### src/rtl/wb_stage.sv
// Write-back stage: a one-entry buffer between MEM/WB and the register-file
// write port. It selects the result from NSRC packed sources, drives a
// registered write port and a forwarding copy of it, and counts retired entries.
// Optional feature: define WB_LOAD_EXT_EN to extract and sign- or zero-extend
// memory-source results (LB/LH/LBU/LHU) using in_funct3 and in_boff.
// Without the macro the memory source passes through unmodified.
module wb_stage #(
  parameter int XLEN = 32,
  parameter int NSRC = 4,
  parameter int SELW = $clog2(NSRC)
) (
  input  logic                 clk,
  input  logic                 rst_n,
  input  logic                 in_valid,
  output logic                 in_ready,
  input  logic [NSRC*XLEN-1:0] in_src,
  input  logic [SELW-1:0]      in_sel,
  input  logic [4:0]           in_rd,
  input  logic                 in_regwrite,
  input  logic [2:0]           in_funct3,
  input  logic [1:0]           in_boff,
  input  logic                 flush,
  input  logic                 rf_ready,
  output logic                 rf_we,
  output logic [4:0]           rf_waddr,
  output logic [XLEN-1:0]      rf_wdata,
  output logic                 fwd_valid,
  output logic [4:0]           fwd_rd,
  output logic [XLEN-1:0]      fwd_data,
  output logic [31:0]          retired
);

  typedef enum logic {S_EMPTY = 1'b0, S_FULL = 1'b1} state_e;

  state_e            state_q, state_d;
  logic              we_q;
  logic [4:0]        waddr_q;
  logic [XLEN-1:0]   wdata_q;
  logic [31:0]       retired_q;

  logic              full;
  logic              complete;
  logic              accept;
  logic [XLEN-1:0]   sel_data;
  logic [XLEN-1:0]   wb_result;
  logic [XLEN-1:0]   src_arr [NSRC];

  // Unpack the flat source bus into one word per source.
  generate
    for (genvar gi = 0; gi < NSRC; gi++) begin : g_src
      assign src_arr[gi] = in_src[gi*XLEN +: XLEN];
    end
  endgenerate

  // Source mux; an index with no matching source leaves the result at zero.
  always_comb begin
    sel_data = '0;
    for (int k = 0; k < NSRC; k++) begin
      if (in_sel == SELW'(k)) sel_data = src_arr[k];
    end
  end

`ifdef WB_LOAD_EXT_EN
  logic [7:0]      ld_byte;
  logic [15:0]     ld_half;
  logic [XLEN-1:0] ld_data;

  // Pick the addressed byte/halfword of the memory word and extend it by load type.
  always_comb begin
    ld_byte = '0;
    case (in_boff)
      2'd0:    ld_byte = src_arr[1][7:0];
      2'd1:    ld_byte = src_arr[1][15:8];
      2'd2:    ld_byte = src_arr[1][23:16];
      default: ld_byte = src_arr[1][31:24];
    endcase
    ld_half = in_boff[1] ? src_arr[1][31:16] : src_arr[1][15:0];
    case (in_funct3)
      3'b000:  ld_data = {{(XLEN-8){ld_byte[7]}}, ld_byte};
      3'b001:  ld_data = {{(XLEN-16){ld_half[15]}}, ld_half};
      3'b100:  ld_data = {{(XLEN-8){1'b0}}, ld_byte};
      3'b101:  ld_data = {{(XLEN-16){1'b0}}, ld_half};
      default: ld_data = src_arr[1];
    endcase
  end

  assign wb_result = (in_sel == SELW'(1)) ? ld_data : sel_data;
`else
  // Load type and byte offset have no effect when extension is compiled out.
  logic unused_load_fields;
  assign unused_load_fields = ^{in_funct3, in_boff};
  assign wb_result = sel_data;
`endif

  // Handshake terms: the held entry completes once its write (if any) is taken.
  assign full     = (state_q == S_FULL);
  assign complete = full && (!we_q || rf_ready);
  assign accept   = in_valid && in_ready && !flush;

  // State register.
  always_ff @(posedge clk or negedge rst_n) begin
    if (!rst_n) state_q <= S_EMPTY;
    else        state_q <= state_d;
  end

  // Next state: flush wins, then a new entry, then completion of the held one.
  always_comb begin
    state_d = state_q;
    if (flush)         state_d = S_EMPTY;
    else if (accept)   state_d = S_FULL;
    else if (complete) state_d = S_EMPTY;
  end

  // Outputs decoded from state: write only while holding a real write.
  always_comb begin
    in_ready  = !full || complete;
    rf_we     = full && we_q;
    fwd_valid = full && we_q;
  end

  // Capture the accepted entry; otherwise hold so a stalled write stays stable.
  always_ff @(posedge clk or negedge rst_n) begin
    if (!rst_n) begin
      we_q    <= 1'b0;
      waddr_q <= '0;
      wdata_q <= '0;
    end else if (accept) begin
      we_q    <= in_regwrite && (in_rd != 5'd0);
      waddr_q <= in_rd;
      wdata_q <= wb_result;
    end
  end

  // Retirement counter; a flushed entry is not counted. Wraps naturally.
  always_ff @(posedge clk or negedge rst_n) begin
    if (!rst_n)                 retired_q <= '0;
    else if (complete && !flush) retired_q <= retired_q + 32'd1;
  end

  assign rf_waddr = waddr_q;
  assign rf_wdata = wdata_q;
  assign fwd_rd   = waddr_q;
  assign fwd_data = wdata_q;
  assign retired  = retired_q;

endmodule

### config.mk
export PLATFORM = sky130hd
export DESIGN_NAME = wb_stage
export DESIGN_NICKNAME = d
export VERILOG_FILES = /design/src/rtl/wb_stage.sv
export SDC_FILE = /design/constraint.sdc
export NUM_CORES = 1
export LEC_CHECK = 0
export ABC_AREA = 0
export CAP_MARGIN = 20
export CORE_MARGIN = 2
export CORE_UTILIZATION = 30
export DETAILED_ROUTE_END_ITERATION = 10
export PLACE_DENSITY = 0.72
export SLEW_MARGIN = 20
export SYNTH_ARGS = -nofsm -noshare
export SYNTH_HDL_FRONTEND = slang
export SYNTH_SLANG_ARGS = --single-unit
### constraint.sdc
create_clock -name clk -period 4.6 [get_ports clk]
set_input_delay 0.46 -clock clk [delete_from_list [all_inputs] [get_ports clk]]
set_output_delay 0.46 -clock clk [all_outputs]
set_load 0.1 [all_outputs]
-- Word-level counts from Yosys, hierarchy flattened
Index checks and enable logic that the tools add are counted.
Widths: inputs -> output; s select.
- $add $sub $neg: 1
- reduce and logical (&&, ||, !) cells: 14
- equality and inequality tests: 3
- muxes and demuxes: 7
- operators by type and width (operator ; number):
    $mux 32 ; 4
    $add 32x1->32 const B ; 1
    $logic_and 1x1->1 ; 6
    $reduce_bool 5->1 ; 1
    $eq 2x2->1 const B ; 2
    $logic_not 1->1 ; 3
    $mux 1 ; 3
    $reduce_bool 3->1 ; 1
    $eq 2x1->1 const B ; 1
    $logic_not 2->1 ; 1
    $logic_or 1x1->1 ; 2
- logic and storage cells: 30
- bits in registers: 71
- output and inout port bits: 109

-- Depth between registers and ports, before layout
Gate-level depths: netlist of the first run.
- depth after elaboration: 8
- depth in mapped cells: 7
- depth with buffers taken out: 6

-- Worst setup path after synthesis of the first run
Ideal clock, no wire load.
- kind: flip-flop to flip-flop
- start: reg retired_q[2] (netlist: retired[2])
- end: reg retired_q[23] (netlist: retired[23])
- arrival time: 2.271 ns
- stages on the path, launching flop included: 6
- path slack: 2.170 ns
- library setup time: 0.159 ns
- data required time: 4.441 ns
- cell sequence: dfrtp_1 -> nand3_1 -> or3_4 -> nor4_4 -> nand4_1 -> xnor2_1
- longest elaborated chain between the ends: 1
- ends and longest elaborated chain (item ; RTL line ; source):
    start, declared ; 39 ; logic [31:0] retired_q;
    start signal, assigned ; 137 ; else if (complete && !flush) retired_q <= retired_q + 32'd1;
    $add 32x1->32 ; 137 ;
No other way between the ends.
A chain may end at the register's enable or synchronous reset.

-- Worst setup path after layout of the first run
- start: in rf_ready
- end: out in_ready
- longest elaborated chain between the ends: 3
- ends and longest elaborated chain (item ; RTL line ; source):
    start, declared ; 23 ; input logic rf_ready,
    $logic_or 1x1->1 ; 97 ; assign complete = full && (!we_q || rf_ready);
    $logic_and 1x1->1 ; 97 ;
    $logic_or 1x1->1 ; 116 ; in_ready = !full || complete;
    end, declared ; 15 ; output logic in_ready,
No other way between the ends.

==> results of run 1 <==
-- Yosys cell counts --
library cell	count
nand2b_4	1
dfrtp_1	71
nand3b_1	1
and4_1	2
and3_1	3
mux4_2	32
nor4_4	1
xor2_1	16
a21oi_1	1
o21ai_0	2
mux2_2	38
buf_4	38
nor4b_1	1
nor3_1	5
nor2b_4	1
nor4_1	3
and2_2	1
nand2_1	15
or3_4	1
buf_1	1
nand4_1	11
nand3_1	6
ha_1	1
inv_1	6
nor2_1	13
and2_1	1
or4_1	1
buf_2	9
nor4_2	2
inv_2	1
clkbuf_1	3
xnor2_1	15
-- per-stage QoR --
step                hold WS (ps)  instance area [um2]
floorplan                  164.4                 4003
global placement           459.4                 6365
detailed placement         466.5                 6365
CTS                        301.3                 6651
global route               344.0                 6654
finish                     263.5                 6654
-- sequential cells by signal (all words and copies together), names as in the netlist --
signal	count
full	1
fwd_data	32
fwd_rd	5
retired	32
we_q	1
-- power breakdown --
part | total [mW] | switching [mW] | internal [mW]
combinational | 1.76 | 1.30 | 0.462
clock | 0.682 | 0.256 | 0.427
sequential | 0.795 | 0.0837 | 0.712
total | 3.24 | 1.64 | 1.60
-- worst reg2reg max path, cell delays in order (launching register included) --
cell and delay (ps):
dfrtp_1 460, and4_1 240, nand3_1 400, nor4_4 610, nand4_1 180, xnor2_1 150
-- metal layers --
metal  up-vias  wire, um  track usage  share of wire
met5         -         0            0              0
met4         0       153      0.04779          0.013
met3        10      1024      0.05608          0.090
met2       153      5665       0.2757           0.50
met1      1601      4503       0.1879           0.40
li1       1480         -            -              -
-- worst min-delay path by stage --
stage	startpoint	to	slack, ps
floorplan	rst_n	full	160
global placement	retired[31]	retired[31]	460
detailed placement	retired[31]	retired[31]	470
CTS	rst_n	retired[3]	300
global route	rst_n	retired[3]	340
finish	rst_n	retired[3]	260
-- layout by cell type (no fill, tap or decap), drive strengths merged, types with 2 or more instances in the layout --
master | netlist | routed
nand3 | 6 | 6
nand4 | 11 | 11
clkinv | 0 | 2
xnor2 | 15 | 15
nor4 | 6 | 6
nand2 | 15 | 15
and4 | 2 | 2
and2 | 2 | 2
nor2 | 13 | 13
and3 | 3 | 3
buf | 48 | 4
xor2 | 16 | 16
clkdlybuf4s50 | 0 | 246
inv | 7 | 7
dfrtp | 71 | 71
clkbuf | 3 | 10
o21ai | 2 | 2
mux4 | 32 | 32
nor3 | 5 | 5
mux2 | 38 | 38
-- area by class of cell --
class	count	area, um2	share of cell area
Timing Repair Buffer	250	2490	0.3742
Multi-Input combinational cell	174	1854	0.2787
Sequential cell	71	1777	0.2670
Clock buffer	10	239.0	0.03592
Tap cell	176	220.2	0.03310
Clock inverter	4	47.55	0.007146
Inverter	7	26.28	0.003949
-- logic make-up after synthesis --
logic type	share of synthesized area
AOI/OAI and AO/OA	0.003750
DFF	0.4439
and+or+nand+nor	0.1016
xor gates and xnor gates	0.06783
muxes	0.2870
adders and majority gates	0.003125
buffers and inverters	0.09284
==> results.py, run 1 <==
metrics = {
    "sta": {
        "max_freq_mhz": 370.0,
        "period_minus_slack_ps": 2703,
        "drv_slew": 0,
        "setup_slack_ps": 1897,
        "tns_ps": 0,
        "skew_ps": 8.104,
        "hold_viol_final": 0,
        "slew_headroom": 0.2914,
        "period_share": 0.5876,
        "tightest_slew_ps": 1060,
        "rsz0062_at_grt": "false",
        "final-setup-viol-count": 0,
    },
    "finish": {
        "nFillCells": 1176,
        "area_growth_pct": 66.24,
        "diodes": 0,
        "final_core_util": 0.5065,
        "nets": 660,
        "stdcell_count": 692,
        "layout-drive-gt1-share": 0.1860,
    },
    "clock_tree": {
        "cts_made_buffers": 9,
        "htree_num_levels": 3,
        "cts_tree": "yes",
        "path_clk_slew_ps": 50,
        "post_cts_resized": 0,
        "post_cts_buffers": 0,
        "cts-root-buf": "clkbuf_16",
        "clk_path_buf_depth": 2,
        "insertion_delay_ps": 320,
        "cts.sinks": 71,
        "cts_hold_buffers": 0,
    },
    "power": {
        "power_mw": 3.240,
        "p_leak_nw": 2.669,
        "peakVddDrop_mv": 0.2106,
        "powerDensity_nw_per_um2": 487.0,
    },
    "place": {
        "portBuffers": 249,
        "dp_hpwl_mm": 8.827,
        "gp_congestion": 0.8130,
        "dp.cells": 678,
        "dp_slack_ps": 1906,
    },
    "worst_setup_path": {
        "critPathMaxStageDelay_ps": 1130,
        "cp_num_buf_inv": 2,
        "path_delay_family": "buffers and inverters",
        "cp_max_fo": 5,
        "end_kind": "primary output",
        "cp.depth": 4,
        "path_class": "input port to primary output",
        "critical_path.cell_chain": "clkdlybuf4s50_1 > nor2b_4 > nand2_1 > clkdlybuf4s50_1",
        "worstSetupStartpointType": "input port",
        "reg2reg_setup_slack_ps": 2440,
        "critPathMostFrequentCell": "clkdlybuf4s50_1",
        "crit_end": "in_ready",
        "cp_slowest_cell": "clkdlybuf4s50_1",
        "reg2regPathDepth": 5,
        "arrival_ps": 2240,
        "r2r_start": "retired[10]",
        "rr_endpoint": "retired[23]",
        "cp_data_required_time_ps": 4140,
        "crit_start": "rf_ready",
    },
    "yosys": {
        "synth_top_area_share": 0.4439,
        "yosys-top-cells-area": "dfrtp_1, mux4_2, mux2_2",
        "ys_warn_count": 0,
        "syn-cell-area_um2": 4003,
        "synth_nets": 450,
        "synth_top_area_cell": "dfrtp_1",
        "synth.distinct_cells": 32,
        "seq_area_frac_synth": 0.4439,
        "syn_area_per_cell_um2": 13.21,
        "netlist_instances": 303,
        "ys_seq_elements": 71,
    },
    "detailed_routing": {
        "wl_per_cell_um": 16.40,
        "drt-initial-drc-count": 223,
        "routed_via_density": 4.688,
        "drc": 0,
        "detail-route-antenna-nets": 0,
        "firstDrtPassIters": 4,
        "vias": 3244,
        "totalWireLength_mm": 11.35,
    },
    "global_route": {
        "grt_max_degree": 72,
        "grt_use_total": 0.1600,
        "grt_pass1_vias": 3476,
        "grt_pass1_wl_mm": 17.93,
        "grt-ovfl-total": 0,
        "antenna_found_initial": 0,
    },
    "floorplan": {
        "die_y_um": 119.5,
        "dieArea_um2": 14280,
        "initial_core_util": 0.3047,
        "core_area_um2": 13140,
        "pin_count": 255,
        "core.rowCount": 42,
        "die_x_um": 119.5,
    },
    "run": {
        "drv_cap": 0,
    },
    "outcome": {
        "status": "finished clean",
    },
    "hold_path": {
        "hold_path_class": "input port to asynchronous set/reset pin",
    },
}
(Power assumes the default switching activity.)
==> run 2: changes to the inputs <==
==> constraint.sdc (replaced) <==
create_clock -name clk -period 2.6 [get_ports clk]
set_input_delay 0.26 -clock clk [delete_from_list [all_inputs] [get_ports clk]]
set_output_delay 0.26 -clock clk [all_outputs]
set_load 0.1 [all_outputs]
==> run 2 against run 1 <==
Compared with the run above:
- worst hold slack worse by 200 ps
- via count about the same
- first-iteration DRC count is 7.2% lower
- critical path depth increased by 1
- power up 78%
- highest routed layer unchanged
- setup slack worse by 1200 ps
- clock skew is 4.2 ps lower
- sequential share of layout area rose by 0.79 points
- critical path type is now register to register
- count of clock-buffer cells in the layout up 1
- final cell count rose by 0.72%
- final area down 2.9%
==> results.py, run 2 (synthesis gave the netlist of run 1 again) <==
metrics = {
    "floorplan": {
        "dieArea_um2": 14280,
        "die_x_um": 119.5,
        "initial_core_util": 0.3047,
        "die_y_um": 119.5,
        "pin_count": 255,
        "core_area_um2": 13140,
        "core.rowCount": 42,
    },
    "clock_tree": {
        "htree_num_levels": 3,
        "insertion_delay_ps": 320,
        "path_clk_slew_ps": 60,
        "cts_tree": "yes",
        "cts_made_buffers": 9,
        "cts_hold_buffers": 0,
        "cts-root-buf": "clkbuf_16",
        "post_cts_resized": 0,
        "post_cts_buffers": 0,
        "cts.sinks": 71,
        "clk_path_buf_depth": 2,
    },
    "worst_setup_path": {
        "end_kind": "register",
        "cp_data_required_time_ps": 2810,
        "critPathMaxStageDelay_ps": 470,
        "r2r_start": "we_q",
        "reg2reg_setup_slack_ps": 660,
        "arrival_ps": 2150,
        "path_class": "register to register",
        "worstSetupStartpointType": "register",
        "cp_max_fo": 6,
        "critical_path.cell_chain": "nor2b_4 > or3_4 > nor4_4 > nand4_1 > xnor2_1",
        "cp_slowest_cell": "nor4_4",
        "reg2regPathDepth": 5,
        "rr_endpoint": "retired[25]",
    },
    "finish": {
        "nets": 663,
        "final_core_util": 0.4920,
        "layout-drive-gt1-share": 0.4012,
        "stdcell_count": 697,
        "area_growth_pct": 61.49,
        "final_cell_mix": "clkdlybuf4s50_1, buf_4, dfrtp_1, mux2_2, mux4_2",
        "diodes": 0,
        "nFillCells": 1197,
        "fin_area_um2": 6464,
        "final_common_cell": "clkdlybuf4s50_1",
    },
    "global_route": {
        "grt_max_degree": 72,
        "antenna_found_initial": 0,
        "grt_pass1_wl_mm": 17.64,
        "grt-ovfl-total": 0,
        "grt_use_total": 0.1573,
        "grt_pass1_vias": 3423,
    },
    "outcome": {
        "status": "finished clean",
    },
    "sta": {
        "skew_ps": 3.862,
        "whs_ps": 62.59,
        "final-setup-viol-count": 0,
        "period_share": 0.7459,
        "tns_ps": 0,
        "drv_slew": 0,
        "rsz0062_at_grt": "false",
        "slew_headroom": 0.3988,
        "hold_viol_final": 0,
        "period_minus_slack_ps": 1939,
        "tightest_slew_ps": 901.8,
        "max_freq_mhz": 515.6,
    },
    "run": {
        "drv_cap": 0,
    },
    "power": {
        "powerDensity_nw_per_um2": 893.0,
        "p_leak_nw": 2.835,
        "peakVddDrop_mv": 0.3944,
    },
    "detailed_routing": {
        "totalWireLength_mm": 11.29,
        "drt-initial-drc-count": 207,
        "routed_via_density": 4.650,
        "wl_per_cell_um": 16.20,
        "firstDrtPassIters": 4,
        "drc": 0,
        "detail-route-antenna-nets": 0,
        "vias": 3241,
    },
    "place": {
        "portBuffers": 249,
        "dp.cells": 681,
        "dp_hpwl_mm": 8.850,
        "gp_congestion": 0.8276,
        "place_area_um2": 6140,
    },
    "hold_path": {
        "hold_path_class": "input port to asynchronous set/reset pin",
    },
}
==> run 2: cell count changes in the layout (fill, tap and decap cells not counted) <==
| cell | previous run | this run |
|---|---|---|
| buf_12 | 0 | 2 |
| clkdlybuf4s50_1 | 246 | 137 |
| buf_4 | 3 | 112 |
| clkinv_2 | 2 | 1 |
| clkbuf_1 | 0 | 1 |
| bufinv_16 | 1 | 2 |
| clkinv_4 | 0 | 1 |
| buf_2 | 1 | 2 |
==> run 2: layout make-up <==
type	count	area, um2	share of cell area
Inverter	7	26.28	0.004065
Timing Repair Buffer	253	2262	0.3500
Clock buffer	11	242.7	0.03755
Clock inverter	5	81.33	0.01258
Sequential cell	71	1777	0.2749
Tap cell	176	220.2	0.03407
Multi-Input combinational cell	174	1854	0.2869
==> run 2: per-stage QoR <==
step           setup WS [ps]  power (mW)
3_3_place_gp           423.3       4.457
6_report               660.6       5.772
3_5_place_dp           362.6       4.481
5_1_grt                504.8       5.966
4_1_cts                647.7       5.837
2_1_floorplan          169.9       3.849
==> run 2: report_power, final <==
part	switching, mW	internal (mW)
registers	0.156	1.26
clock network	0.467	0.866
logic	2.30	0.725
total	2.92	2.85
==> run 2: how the worst max path moves through the flow <==
stage	cells after the start	end	slack, ps	from
6_report	5	retired[25]	660	we_q
5_1_grt	6	retired[23]	500	retired[10]
4_1_cts	5	retired[25]	650	we_q
3_5_place_dp	6	retired[25]	360	flush
3_3_place_gp	6	retired[23]	420	flush
2_1_floorplan	5	retired[23]	170	retired[2]
==> run 2: metal layers <==
| layer | vias to the layer above | share of wire | track usage |
|---|---|---|---|
| li1 | 1491 | - | - |
| met1 | 1590 | 0.41 | 0.1966 |
| met2 | 152 | 0.50 | 0.2607 |
| met3 | 8 | 0.087 | 0.05323 |
| met4 | 0 | 0.0086 | 0.04265 |
| met5 | - | 0 | 0 |
==> run 2: worst max-delay path, delay by kind of cell (launching register included) <==
kind,cells,cell delay (ps)
xor gates and xnor gates,1,170
and+or+nand+nor,4,1250
DFF,1,410
==> run 3: changes to the inputs <==
==> constraint.sdc (replaced) <==
create_clock -name clk -period 2 [get_ports clk]
set_input_delay 0.2 -clock clk [delete_from_list [all_inputs] [get_ports clk]]
set_output_delay 0.2 -clock clk [all_outputs]
set_load 0.1 [all_outputs]
==> run 3 against run 2 <==
Compared with the run above:
- non-clock buffer count grew 10
- worst hold slack gained 290 ps
- combinational power grew 31%
- flip-flop and latch count is the same
- wire length grew 0.91%
- fmax grew 10%
- clock skew grew 0.63 ps
- critical path depth grew 1
- sequential share of layout area shrank 0.11 points
- setup slack lost 420 ps
==> results.py, run 3 (synthesis gave the netlist of run 1 again) <==
metrics = {
    "detailed_routing": {
        "drt-initial-drc-count": 162,
        "wl_per_cell_um": 16.11,
        "vias": 3302,
        "firstDrtPassIters": 4,
        "totalWireLength_mm": 11.39,
        "drc": 0,
        "detail-route-antenna-nets": 0,
        "routed_via_density": 4.670,
    },
    "place": {
        "dp_hpwl_mm": 9.200,
        "place_area_um2": 6297,
        "dp.cells": 690,
        "portBuffers": 249,
        "gp_congestion": 0.8297,
        "dp_slack_ps": -19.20,
    },
    "clock_tree": {
        "cts_hold_buffers": 1,
        "cts_tree": "yes",
        "path_clk_slew_ps": 60,
        "insertion_delay_ps": 320,
        "cts-root-buf": "clkbuf_16",
        "clk_path_buf_depth": 2,
        "post_cts_resized": 0,
        "cts_made_buffers": 9,
        "htree_num_levels": 3,
        "cts.sinks": 71,
        "post_cts_buffers": 0,
    },
    "power": {
        "p_int_mw": 3.620,
        "peakVddDrop_mv": 0.8436,
        "p_sw_mw": 3.801,
        "sw_frac_of_total": 0.5122,
        "p_clk_frac": 0.216,
        "p_seq_frac": 0.251,
        "p_leak_nw": 2.871,
        "powerDensity_nw_per_um2": 1123,
        "pwr-share-comb": 0.533,
        "power_mw": 7.421,
    },
    "worst_setup_path": {
        "path_class": "register to register",
        "cp_data_required_time_ps": 2210,
        "worstSetupStartpointType": "register",
        "rr_endpoint": "retired[31]",
        "r2r_start": "retired[2]",
        "reg2reg_setup_slack_ps": 240,
        "reg2regPathDepth": 6,
        "end_kind": "register",
        "arrival_ps": 1970,
        "cp_max_fo": 6,
    },
    "sta": {
        "tightest_slew_ps": 433.0,
        "whs_ps": 350.1,
        "setup_slack_ps": 239.4,
        "period_minus_slack_ps": 1761,
        "period_share": 0.8803,
        "slew_headroom": 0.7113,
        "hold_viol_final": 0,
        "skew_ps": 4.488,
        "rsz0062_at_grt": "false",
        "tns_ps": 0,
        "drv_slew": 0,
        "max_freq_mhz": 568.0,
        "final-setup-viol-count": 0,
    },
    "finish": {
        "diodes": 0,
        "final_common_cell": "clkdlybuf4s50_1",
        "layout-drive-gt1-share": 0.4501,
        "fin_area_um2": 6609,
        "final_core_util": 0.5030,
        "final_cell_mix": "clkdlybuf4s50_1, buf_4, dfrtp_1, mux2_2, mux4_2",
        "area_growth_pct": 65.11,
        "stdcell_count": 707,
        "nets": 673,
    },
    "floorplan": {
        "core_area_um2": 13140,
        "pin_count": 255,
        "initial_core_util": 0.3047,
        "die_x_um": 119.5,
        "die_y_um": 119.5,
        "core.rowCount": 42,
        "dieArea_um2": 14280,
    },
    "global_route": {
        "grt_pass1_wl_mm": 17.95,
        "grt_pass1_vias": 3574,
        "grt_use_total": 0.1611,
        "grt-ovfl-total": 0,
        "grt_max_degree": 41,
        "antenna_found_initial": 0,
    },
    "outcome": {
        "status": "finished clean",
    },
    "hold_path": {
        "hold_path_class": "input port to asynchronous set/reset pin",
    },
    "run": {
        "drv_cap": 0,
    },
}
[run 3: cell count changes in the layout (fill, tap and decap cells not counted)]
cell           delta
clkbuf_2          +1
dfrtp_1          -20
dfrtp_4           +3
nand2_1           -1
buf_4             +5
bufinv_16         -1
clkinvlp_4        +1
dfrtp_2          +17
buf_12            +4
dlygate4sd3_1     +1
buf_2             -1
nand2_4           +1
[run 3: worst max path at each step]
stage / startpoint / endpoint / depth (start not counted)
after floorplan: retired[2] / retired[23] / 5
after global placement: rf_ready / retired[19] / 7
after detailed placement: rf_ready / retired[31] / 7
after CTS: retired[2] / retired[31] / 6
after global routing: full / retired[24] / 6
final: retired[2] / retired[31] / 6
[run 3: power groups by stage]
stage / Combinational [mW] / Clock, mW / Sequential (mW)
CTS: 3.98 / 1.66 / 1.86
finish: 3.96 / 1.60 / 1.86
detailed placement: 3.98 / 0 / 1.89
global route: 4.06 / 1.72 / 1.89
global placement: 3.96 / 0 / 1.88
floorplan: 1.77 / 0 / 3.26
[run 3: per-layer routing]
metal | wire length, um | vias to the layer above | part of all wire | track usage
li1 | - | 1516 | - | -
met1 | 4553 | 1626 | 0.40 | 0.1969
met2 | 5820 | 152 | 0.51 | 0.2807
met3 | 894 | 8 | 0.078 | 0.04373
met4 | 125 | 0 | 0.011 | 0.04338
met5 | 0 | - | 0 | 0
[run 3: critical path, stage by stage, from the launching register on]
cell	delay (ps)
dfrtp_4	440
nand3_1	140
or3_4	370
nor4_4	260
buf_4	180
nand4_1	120
xnor2_1	140
[run 3: cell type report]
class,count,area [um2]
clock buffer,11,242.7
clock inverter,5,58.81
fill,1172,6529
inverter,7,26.28
multi-input combinational,174,1862
sequential,71,1809
tap,176,220.2
timing repair buffer,263,2390
